[config.mk]
export PLATFORM = sky130hd
export DESIGN_NAME = ofdm_rx_symbol_sched_flat
export DESIGN_NICKNAME = d
export VERILOG_FILES = /design/src/rtl/ofdm_rx_pkg.sv /design/src/rtl/ofdm_rx_symbol_sched_if.sv /design/src/rtl/ofdm_sym_window_cnt.sv /design/src/rtl/ofdm_rx_symbol_sched.sv /design/src/flat_wrapper.sv
export SDC_FILE = /design/constraint.sdc
export NUM_CORES = 1
export LEC_CHECK = 0
export CAP_MARGIN = 10
export CORE_MARGIN = 2
export CORE_UTILIZATION = 50
export CTS_BUF_LIST = sky130_fd_sc_hd__clkbuf_4 sky130_fd_sc_hd__clkbuf_8 sky130_fd_sc_hd__clkbuf_16
export DETAILED_ROUTE_END_ITERATION = 7
export PLACE_DENSITY_LB_ADDON = 0.08
export SLEW_MARGIN = 20
export SYNTH_ARGS = -nofsm -noshare
export SYNTH_HDL_FRONTEND = slang
export SYNTH_HIERARCHICAL = 1
export SYNTH_SLANG_ARGS = --single-unit
export TNS_END_PERCENT = 20
[constraint.sdc]
create_clock -name i_clk -period 8 [get_ports i_clk]
set_input_delay 1.2 -clock i_clk [delete_from_list [all_inputs] [get_ports i_clk]]
set_output_delay 1.2 -clock i_clk [all_outputs]
set_load 0.02 [all_outputs]
[src/rtl/ofdm_rx_pkg.sv]
// Shared types and width helpers for the OFDM receive symbol scheduler.
package ofdm_rx_pkg;

  typedef enum logic [1:0] {
    S_IDLE,
    S_CP,
    S_BODY,
    S_DONE
  } state_e;

  localparam int unsigned DEF_SYMBOLS_SIZE = 256;

  function automatic int unsigned clog2(input int unsigned v);
    int unsigned r;
    r = 0;
    for (int unsigned i = 0; i < 32; i++) begin
      if ((64'(1) << i) < 64'(v)) r = i + 1;
    end
    return r;
  endfunction

  // Sample counter must cover both the CP length range and the FFT length.
  function automatic int unsigned cnt_width(input int unsigned cp_w, input int unsigned sym_size);
    int unsigned m;
    m = clog2(sym_size);
    return ((cp_w > m) ? cp_w : m) + 1;
  endfunction

endpackage

[src/rtl/ofdm_rx_symbol_sched_if.sv]
// Sample stream in/out of the symbol scheduler, including the FFT ready handshake.
interface ofdm_rx_symbol_sched_if #(
  parameter int unsigned DATA_SIZE = 16,
  parameter int unsigned SYM_IDX_W = 8
);
  logic                 i_valid;
  logic [DATA_SIZE-1:0] in_data_i;
  logic [DATA_SIZE-1:0] in_data_q;
  logic                 i_frame_sync;
  logic                 i_fft_ready;
  logic                 out_valid;
  logic [DATA_SIZE-1:0] out_data_i;
  logic [DATA_SIZE-1:0] out_data_q;
  logic                 o_sop;
  logic                 o_eop;
  logic [SYM_IDX_W-1:0] o_sym_idx;

  modport slave (
    input  i_valid, in_data_i, in_data_q, i_frame_sync, i_fft_ready,
    output out_valid, out_data_i, out_data_q, o_sop, o_eop, o_sym_idx
  );

  modport master (
    output i_valid, in_data_i, in_data_q, i_frame_sync, i_fft_ready,
    input  out_valid, out_data_i, out_data_q, o_sop, o_eop, o_sym_idx
  );
endinterface

[src/rtl/ofdm_sym_window_cnt.sv]
// Loadable valid-sample counter for CP/BODY windows; wraps to 0 on terminal count.
module ofdm_sym_window_cnt #(
  parameter int unsigned W = 9
) (
  input  logic         i_clk,
  input  logic         i_reset,
  input  logic         load_i,
  input  logic         inc_i,
  input  logic [W-1:0] last_i,
  output logic [W-1:0] cnt_o,
  output logic         tc_o
);
  logic [W-1:0] cnt_q, cnt_d;

  // load_i makes the current sample count as index 0 of a freshly started window.
  always_comb begin
    cnt_o = load_i ? '0 : cnt_q;
    tc_o  = (cnt_o == last_i);
    cnt_d = cnt_o;
    if (inc_i) cnt_d = tc_o ? '0 : cnt_o + W'(1);
  end

  always_ff @(posedge i_clk) begin
    if (i_reset) cnt_q <= '0;
    else         cnt_q <= cnt_d;
  end
endmodule

[src/rtl/ofdm_rx_symbol_sched.sv]
// Receive symbol scheduler: strips CP, forwards FFT-body samples with sop/eop/index,
// drops symbols the FFT cannot take, and flags frame completion and sync errors.
module ofdm_rx_symbol_sched
  import ofdm_rx_pkg::*;
#(
  parameter int unsigned DATA_SIZE    = 16,
  parameter int unsigned SYMBOLS_SIZE = DEF_SYMBOLS_SIZE,
  parameter int unsigned CP_W         = 8,
  parameter int unsigned SYM_IDX_W    = 8
) (
  input  logic                 i_clk,
  input  logic                 i_reset,
  input  logic                 i_enable,
  input  logic [SYM_IDX_W-1:0] i_num_symbols,
  input  logic [CP_W-1:0]      i_cp_first,
  input  logic [CP_W-1:0]      i_cp_normal,
  ofdm_rx_symbol_sched_if.slave strm,
  output logic                 o_frame_done,
  output logic                 o_drop,
  output logic                 o_sync_err,
  output logic                 o_busy
);
  localparam int unsigned CNT_W = cnt_width(CP_W, SYMBOLS_SIZE);

  state_e               state_q, state_d, st_w;
  logic [SYM_IDX_W-1:0] sym_q, sym_d, sym_w;
  logic [SYM_IDX_W-1:0] num_q, num_d, num_w;
  logic [CP_W-1:0]      cpn_q, cpn_d, cpn_w;
  logic [CP_W-1:0]      cplen_q, cplen_d, cplen_w;
  logic                 keep_q, keep_d, keep_w;
  logic                 mid, restart, load, inc, win_cp, win_body, tc;
  logic [CNT_W-1:0]     last, cnt;

  logic                 out_valid_q, out_valid_d;
  logic [DATA_SIZE-1:0] data_i_q, data_i_d, data_q_q, data_q_d;
  logic                 sop_q, sop_d, eop_q, eop_d;
  logic [SYM_IDX_W-1:0] idx_q, idx_d;
  logic                 done_q, done_d, drop_q, drop_d, err_q, err_d;

  // Sync decoding first: a restart makes this cycle's sample index 0 of the new frame.
  always_comb begin
    st_w    = (state_q == S_DONE) ? S_IDLE : state_q;
    mid     = (state_q == S_CP) || (state_q == S_BODY);
    load    = 1'b0;
    restart = 1'b0;
    err_d   = 1'b0;
    cplen_w = cplen_q;
    num_w   = num_q;
    cpn_w   = cpn_q;
    if (strm.i_frame_sync && (mid || i_enable)) begin
      err_d = mid || (i_num_symbols == '0);
      load  = 1'b1;
      if (i_num_symbols == '0) begin
        st_w = S_IDLE;
      end else begin
        restart = 1'b1;
        cplen_w = i_cp_first;
        num_w   = i_num_symbols;
        cpn_w   = i_cp_normal;
        st_w    = (i_cp_first == '0) ? S_BODY : S_CP;
      end
    end
    sym_w    = restart ? '0 : sym_q;
    win_cp   = (st_w == S_CP);
    win_body = (st_w == S_BODY);
    inc      = strm.i_valid && (win_cp || win_body);
    last     = win_cp ? CNT_W'(cplen_w) - CNT_W'(1) : CNT_W'(SYMBOLS_SIZE - 1);
  end

  ofdm_sym_window_cnt #(.W(CNT_W)) u_cnt (
    .i_clk   (i_clk),
    .i_reset (i_reset),
    .load_i  (load),
    .inc_i   (inc),
    .last_i  (last),
    .cnt_o   (cnt),
    .tc_o    (tc)
  );

  always_comb begin
    state_d     = st_w;
    sym_d       = sym_w;
    num_d       = num_w;
    cpn_d       = cpn_w;
    cplen_d     = cplen_w;
    keep_w      = keep_q;
    keep_d      = keep_q;
    out_valid_d = 1'b0;
    data_i_d    = '0;
    data_q_d    = '0;
    sop_d       = 1'b0;
    eop_d       = 1'b0;
    idx_d       = '0;
    drop_d      = 1'b0;
    done_d      = (state_q == S_DONE);
    if (strm.i_valid && win_body) begin
      if (cnt == '0) begin
        keep_w = strm.i_fft_ready;
        drop_d = !strm.i_fft_ready;
      end
      keep_d = keep_w;
      if (keep_w) begin
        out_valid_d = 1'b1;
        data_i_d    = strm.in_data_i;
        data_q_d    = strm.in_data_q;
        sop_d       = (cnt == '0);
        eop_d       = tc;
        idx_d       = sym_w;
      end
      if (tc) begin
        if (sym_w == num_w - SYM_IDX_W'(1)) begin
          state_d = S_DONE;
        end else begin
          sym_d   = sym_w + SYM_IDX_W'(1);
          cplen_d = cpn_w;
          state_d = (cpn_w == '0) ? S_BODY : S_CP;
        end
      end
    end else if (strm.i_valid && win_cp && tc) begin
      state_d = S_BODY;
    end
  end

  always_ff @(posedge i_clk) begin
    if (i_reset) begin
      state_q     <= S_IDLE;
      sym_q       <= '0;
      num_q       <= '0;
      cpn_q       <= '0;
      cplen_q     <= '0;
      keep_q      <= 1'b0;
      out_valid_q <= 1'b0;
      data_i_q    <= '0;
      data_q_q    <= '0;
      sop_q       <= 1'b0;
      eop_q       <= 1'b0;
      idx_q       <= '0;
      done_q      <= 1'b0;
      drop_q      <= 1'b0;
      err_q       <= 1'b0;
    end else begin
      state_q     <= state_d;
      sym_q       <= sym_d;
      num_q       <= num_d;
      cpn_q       <= cpn_d;
      cplen_q     <= cplen_d;
      keep_q      <= keep_d;
      out_valid_q <= out_valid_d;
      data_i_q    <= data_i_d;
      data_q_q    <= data_q_d;
      sop_q       <= sop_d;
      eop_q       <= eop_d;
      idx_q       <= idx_d;
      done_q      <= done_d;
      drop_q      <= drop_d;
      err_q       <= err_d;
    end
  end

  assign strm.out_valid  = out_valid_q;
  assign strm.out_data_i = data_i_q;
  assign strm.out_data_q = data_q_q;
  assign strm.o_sop      = sop_q;
  assign strm.o_eop      = eop_q;
  assign strm.o_sym_idx  = idx_q;
  assign o_frame_done    = done_q;
  assign o_drop          = drop_q;
  assign o_sync_err      = err_q;
  assign o_busy          = (state_q != S_IDLE);
endmodule

[src/flat_wrapper.sv]
// flat-port wrapper written by rule: the top's interface ports become plain ports
module ofdm_rx_symbol_sched_flat import ofdm_rx_pkg::*;
#(
  parameter int unsigned DATA_SIZE    = 16,
  parameter int unsigned SYMBOLS_SIZE = DEF_SYMBOLS_SIZE,
  parameter int unsigned CP_W         = 8,
  parameter int unsigned SYM_IDX_W    = 8
)
  (i_clk, i_reset, i_enable, i_num_symbols, i_cp_first, i_cp_normal, o_frame_done, o_drop, o_sync_err, o_busy, strm_i_valid, strm_in_data_i, strm_in_data_q, strm_i_frame_sync, strm_i_fft_ready, strm_out_valid, strm_out_data_i, strm_out_data_q, strm_o_sop, strm_o_eop, strm_o_sym_idx);
  ofdm_rx_symbol_sched_if #(.DATA_SIZE(DATA_SIZE), .SYM_IDX_W(SYM_IDX_W)) strm_i ();
  input  logic i_clk;
  input  logic i_reset;
  input  logic i_enable;
  input  logic [SYM_IDX_W-1:0] i_num_symbols;
  input  logic [CP_W-1:0] i_cp_first;
  input  logic [CP_W-1:0] i_cp_normal;
  output logic o_frame_done;
  output logic o_drop;
  output logic o_sync_err;
  output logic o_busy;
  input wire logic [$bits(strm_i.i_valid)-1:0] strm_i_valid;
  input wire logic [$bits(strm_i.in_data_i)-1:0] strm_in_data_i;
  input wire logic [$bits(strm_i.in_data_q)-1:0] strm_in_data_q;
  input wire logic [$bits(strm_i.i_frame_sync)-1:0] strm_i_frame_sync;
  input wire logic [$bits(strm_i.i_fft_ready)-1:0] strm_i_fft_ready;
  output wire logic [$bits(strm_i.out_valid)-1:0] strm_out_valid;
  output wire logic [$bits(strm_i.out_data_i)-1:0] strm_out_data_i;
  output wire logic [$bits(strm_i.out_data_q)-1:0] strm_out_data_q;
  output wire logic [$bits(strm_i.o_sop)-1:0] strm_o_sop;
  output wire logic [$bits(strm_i.o_eop)-1:0] strm_o_eop;
  output wire logic [$bits(strm_i.o_sym_idx)-1:0] strm_o_sym_idx;
  assign strm_i.i_valid = strm_i_valid;
  assign strm_i.in_data_i = strm_in_data_i;
  assign strm_i.in_data_q = strm_in_data_q;
  assign strm_i.i_frame_sync = strm_i_frame_sync;
  assign strm_i.i_fft_ready = strm_i_fft_ready;
  assign strm_out_valid = strm_i.out_valid;
  assign strm_out_data_i = strm_i.out_data_i;
  assign strm_out_data_q = strm_i.out_data_q;
  assign strm_o_sop = strm_i.o_sop;
  assign strm_o_eop = strm_i.o_eop;
  assign strm_o_sym_idx = strm_i.o_sym_idx;
  ofdm_rx_symbol_sched #(.DATA_SIZE(DATA_SIZE), .SYMBOLS_SIZE(SYMBOLS_SIZE), .CP_W(CP_W), .SYM_IDX_W(SYM_IDX_W)) u_core (.i_clk(i_clk), .i_reset(i_reset), .i_enable(i_enable), .i_num_symbols(i_num_symbols), .i_cp_first(i_cp_first), .i_cp_normal(i_cp_normal), .strm(strm_i), .o_frame_done(o_frame_done), .o_drop(o_drop), .o_sync_err(o_sync_err), .o_busy(o_busy));
endmodule
==> results.yml <==
run_status:
  status: "finished clean"
placement:
  port_buffers: 108
  dp_hpwl_mm: 7.57
  placed_cell_area_um2: 5400
  dp.cells: 675
  gp_congestion: 0.864
die:
  num_rows: 33
  die_w_um: 96.5
  start_util_pct: 51.8
  die_y_um: 96.5
  io-pin-count: 109
  die-area_um2: 9310
  core-area_um2: 8260
synthesis:
  synth-seq-cells: 90
  postSynthAreaPerCell_um2: 8.89
  synth_cells: 481
  synth_mux_area_share_pct: 2.11
  yosysTopAreaCell: "dfxtp_1"
  syn_area_um2: 4280
  netlist.area_leader.share_pct: 42.1
  synthTopCellsByArea: "dfxtp_1 42%, and2_1 6.0%, nand2_1 5.3%"
  yosys_warnings: 6
  synthSimpleGateAreaFrac_pct: 27.6
  synthAdderAreaFrac_pct: 2.63
  synth_top_family_by_area: "simple AND/OR/NAND/NOR gates"
  synth_edf_count: 0
  synth_xor_area_share_pct: 5.50
  async_flop_share_pct: 0
  ys_seq_area_share_pct: 42.1
  yosys.cell_types.count: 66
  synth-compound-area-share_pct: 16.1
  synthFlopType: "dfxtp_1"
  synth_nets: 552
clock_network:
  ctsResizeCount: 0
  cts_tree: "built"
  clock_latency_ns: 0.36
  clkSinkCount: 90
  numCtsBuffers: 9
  root_buffer: "clkbuf_8"
  cts_buffer_depth: 2
  postCtsSetupRepairBufs: 0
  cts.hold.buffers_added: 0
  htree_levels: 3
  cts.clk_slew.worst_paths_ns: 0.10
global_route:
  gr-total-overflow: 0
  grt_max_degree: 46
  antenna_found_initial: 0
  grtUsageTotal_pct: 22.4
  grt_pass1_vias: 3444
  grt_pass1_wl_mm: 16.2
drt:
  drc: 0
  detail_route.wl_per_cell_um: 15.0
  vias_per_cell: 5.37
  drtAntennaViolNets: 0
  met2WireLength_mm: 5.33
  first_pass_iters: 5
  wl_met1_mm: 4.44
  met3_length_um: 490
  vias: 3714
  drt-total-wl_mm: 10.4
  drtIter0Drc: 143
  maxUsedRoutingLayer: "met4"
worst_setup_path:
  required_ns: 8.27
  rr_worst_depth: 18
  worstPathArrival_ns: 6.41
  crit_path_start: "i_enable"
  reg2reg_from: "u_core/state_q[0]"
  critPathMaxFanout: 25
  endpoint_kind: "register"
  crit_type: "in -> reg"
  startpoint_type: "input port"
cells_and_area:
  layout.nets: 652
  fin_cells: 691
  num_antenna_cells: 0
  layout_common_cells: "108 x clkdlybuf4s50_1, 90 x dfxtp_1, 60 x nand2_1"
  stdcell_area_um2: 5590
  final_common_cell: "clkdlybuf4s50_1"
  area_delta_synth_final_pct: 30.7
  drive_above_1_share_pct: 7.68
  finish.utilization_pct: 67.7
sta:
  rsz0062_at_grt: "no"
  worst_pin_slew_ns: 0.906
  period_share_pct: 76.8
  fin_tns_setup_ns: 0
  fmax_mhz: 163
  hold_viol: 0
  finalCriticalPeriod_ns: 6.15
  report.final.slew_viol_count: 0
  setup_viol: 0
  max-slew-margin-rel_pct: 39.2
  fin_worst_skew_ns: 0.0100
worst_hold_path:
  min-delay-start: "u_core/keep_q"
  holdPathStages: 1
  hp-class: "reg -> reg"
run:
  cap_viol_max_count: 0
power_and_ir_drop:
  p_leak_nw: 2.15
  power_density_nw_per_um2: 162
  power_mw: 0.904
  peakVddDrop_uv: 103
==> final timing paths <==
kind	endpoint	slack (ns)
max	u_core/sym_q[5]	1.85
min	u_core/keep_q	0.47
max reg2reg	u_core/sym_q[5]	2.28
min reg2reg	u_core/keep_q	0.47
==> metal layers <==
metal	global-route usage, %	up-vias
li1	-	1869
met1	27.3	1750
met2	39.3	87
met3	3.96	8
met4	8.80	0
met5	0	-
==> worst max-delay path, stage by stage <==
cell	delay, ns
clkdlybuf4s50_1	0.39
o21ai_1	0.70
a21o_1	0.65
mux2i_1	0.56
nand3_1	0.23
and3b_1	0.27
xor2_1	0.06
nand2_1	0.15
nor4bb_1	0.28
a31oi_1	0.08
o32ai_2	0.22
nand4_4	0.22
inv_2	0.19
nand3_1	0.17
a31oi_4	0.59
a311oi_1	0.18
a41o_1	0.24
==> area by class of cell <==
| cell class | count | area, um2 |
|---|---|---|
| inverter | 12 | 45.0 |
| sequential | 90 | 1800 |
| timing repair buffer | 112 | 1110 |
| clock inverter | 7 | 67.6 |
| fill | 709 | 2670 |
| clock buffer | 9 | 124 |
| tap | 105 | 131 |
| multi-input combinational | 356 | 2310 |
==> power breakdown <==
part | total (mW) | internal (mW) | switching (mW)
Sequential | 0.461 | 0.455 | 0.00574
Combinational | 0.138 | 0.0655 | 0.0722
Clock | 0.305 | 0.122 | 0.184
Total | 0.904 | 0.643 | 0.262
==> through the flow <==
| step | hold WS (ns) | worst slack, ns |
|---|---|---|
| after floorplan | 0.427 | 3.21 |
| after global placement | 0.437 | 1.69 |
| after detailed placement | 0.441 | 1.54 |
| after CTS | 0.467 | 1.88 |
| after global routing | 0.483 | 1.35 |
| final | 0.467 | 1.85 |
==> synth_stat cells, drive strengths merged, types with 2 or more instances <==
cell type and n:
and2 41, xor2 8, xnor2 18, nor4bb 2
a21oi 32, o31ai 9, nand2b 4, nand3 13
and2b 2, a31o 2, a32oi 2, or3 4
and3 11, buf 11, dfxtp 90, nand4b 2
a31oi 4, a21o 5, nor4 9, nand2 60
nor2 41, clkbuf 12, nor2b 8, mux2i 9
o21ai 21, nor4b 2, nor3 10, ha 9
inv 12, a311oi 2, o32ai 2, nand4 5
a22oi 4
==> logic make-up (layout without fill, tap and decap cells) <==
family,Yosys count,after routing
xor+xnor,26,26
mux,9,9
fa+ha+maj,9,9
flops,90,90
simple gates,217,217
buf+inv,35,140
compound gates,95,95
==> registers in the layout, indices dropped and copies added, names as in the netlist <==
register,count
u_core/o_drop,1
u_core/strm.o_sym_idx,8
u_core/sym_q,8
u_core/u_cnt/cnt_q,9
u_core/cpn_q,8
u_core/num_q,8
u_core/o_sync_err,1
u_core/cplen_q,8
u_core/o_frame_done,1
u_core/strm.out_valid,1
u_core/strm.out_data_q,16
u_core/state_q,2
u_core/keep_q,1
u_core/strm.o_sop,1
u_core/strm.o_eop,1
u_core/strm.out_data_i,16
Note: power is estimated with default switching activity, not from simulation.
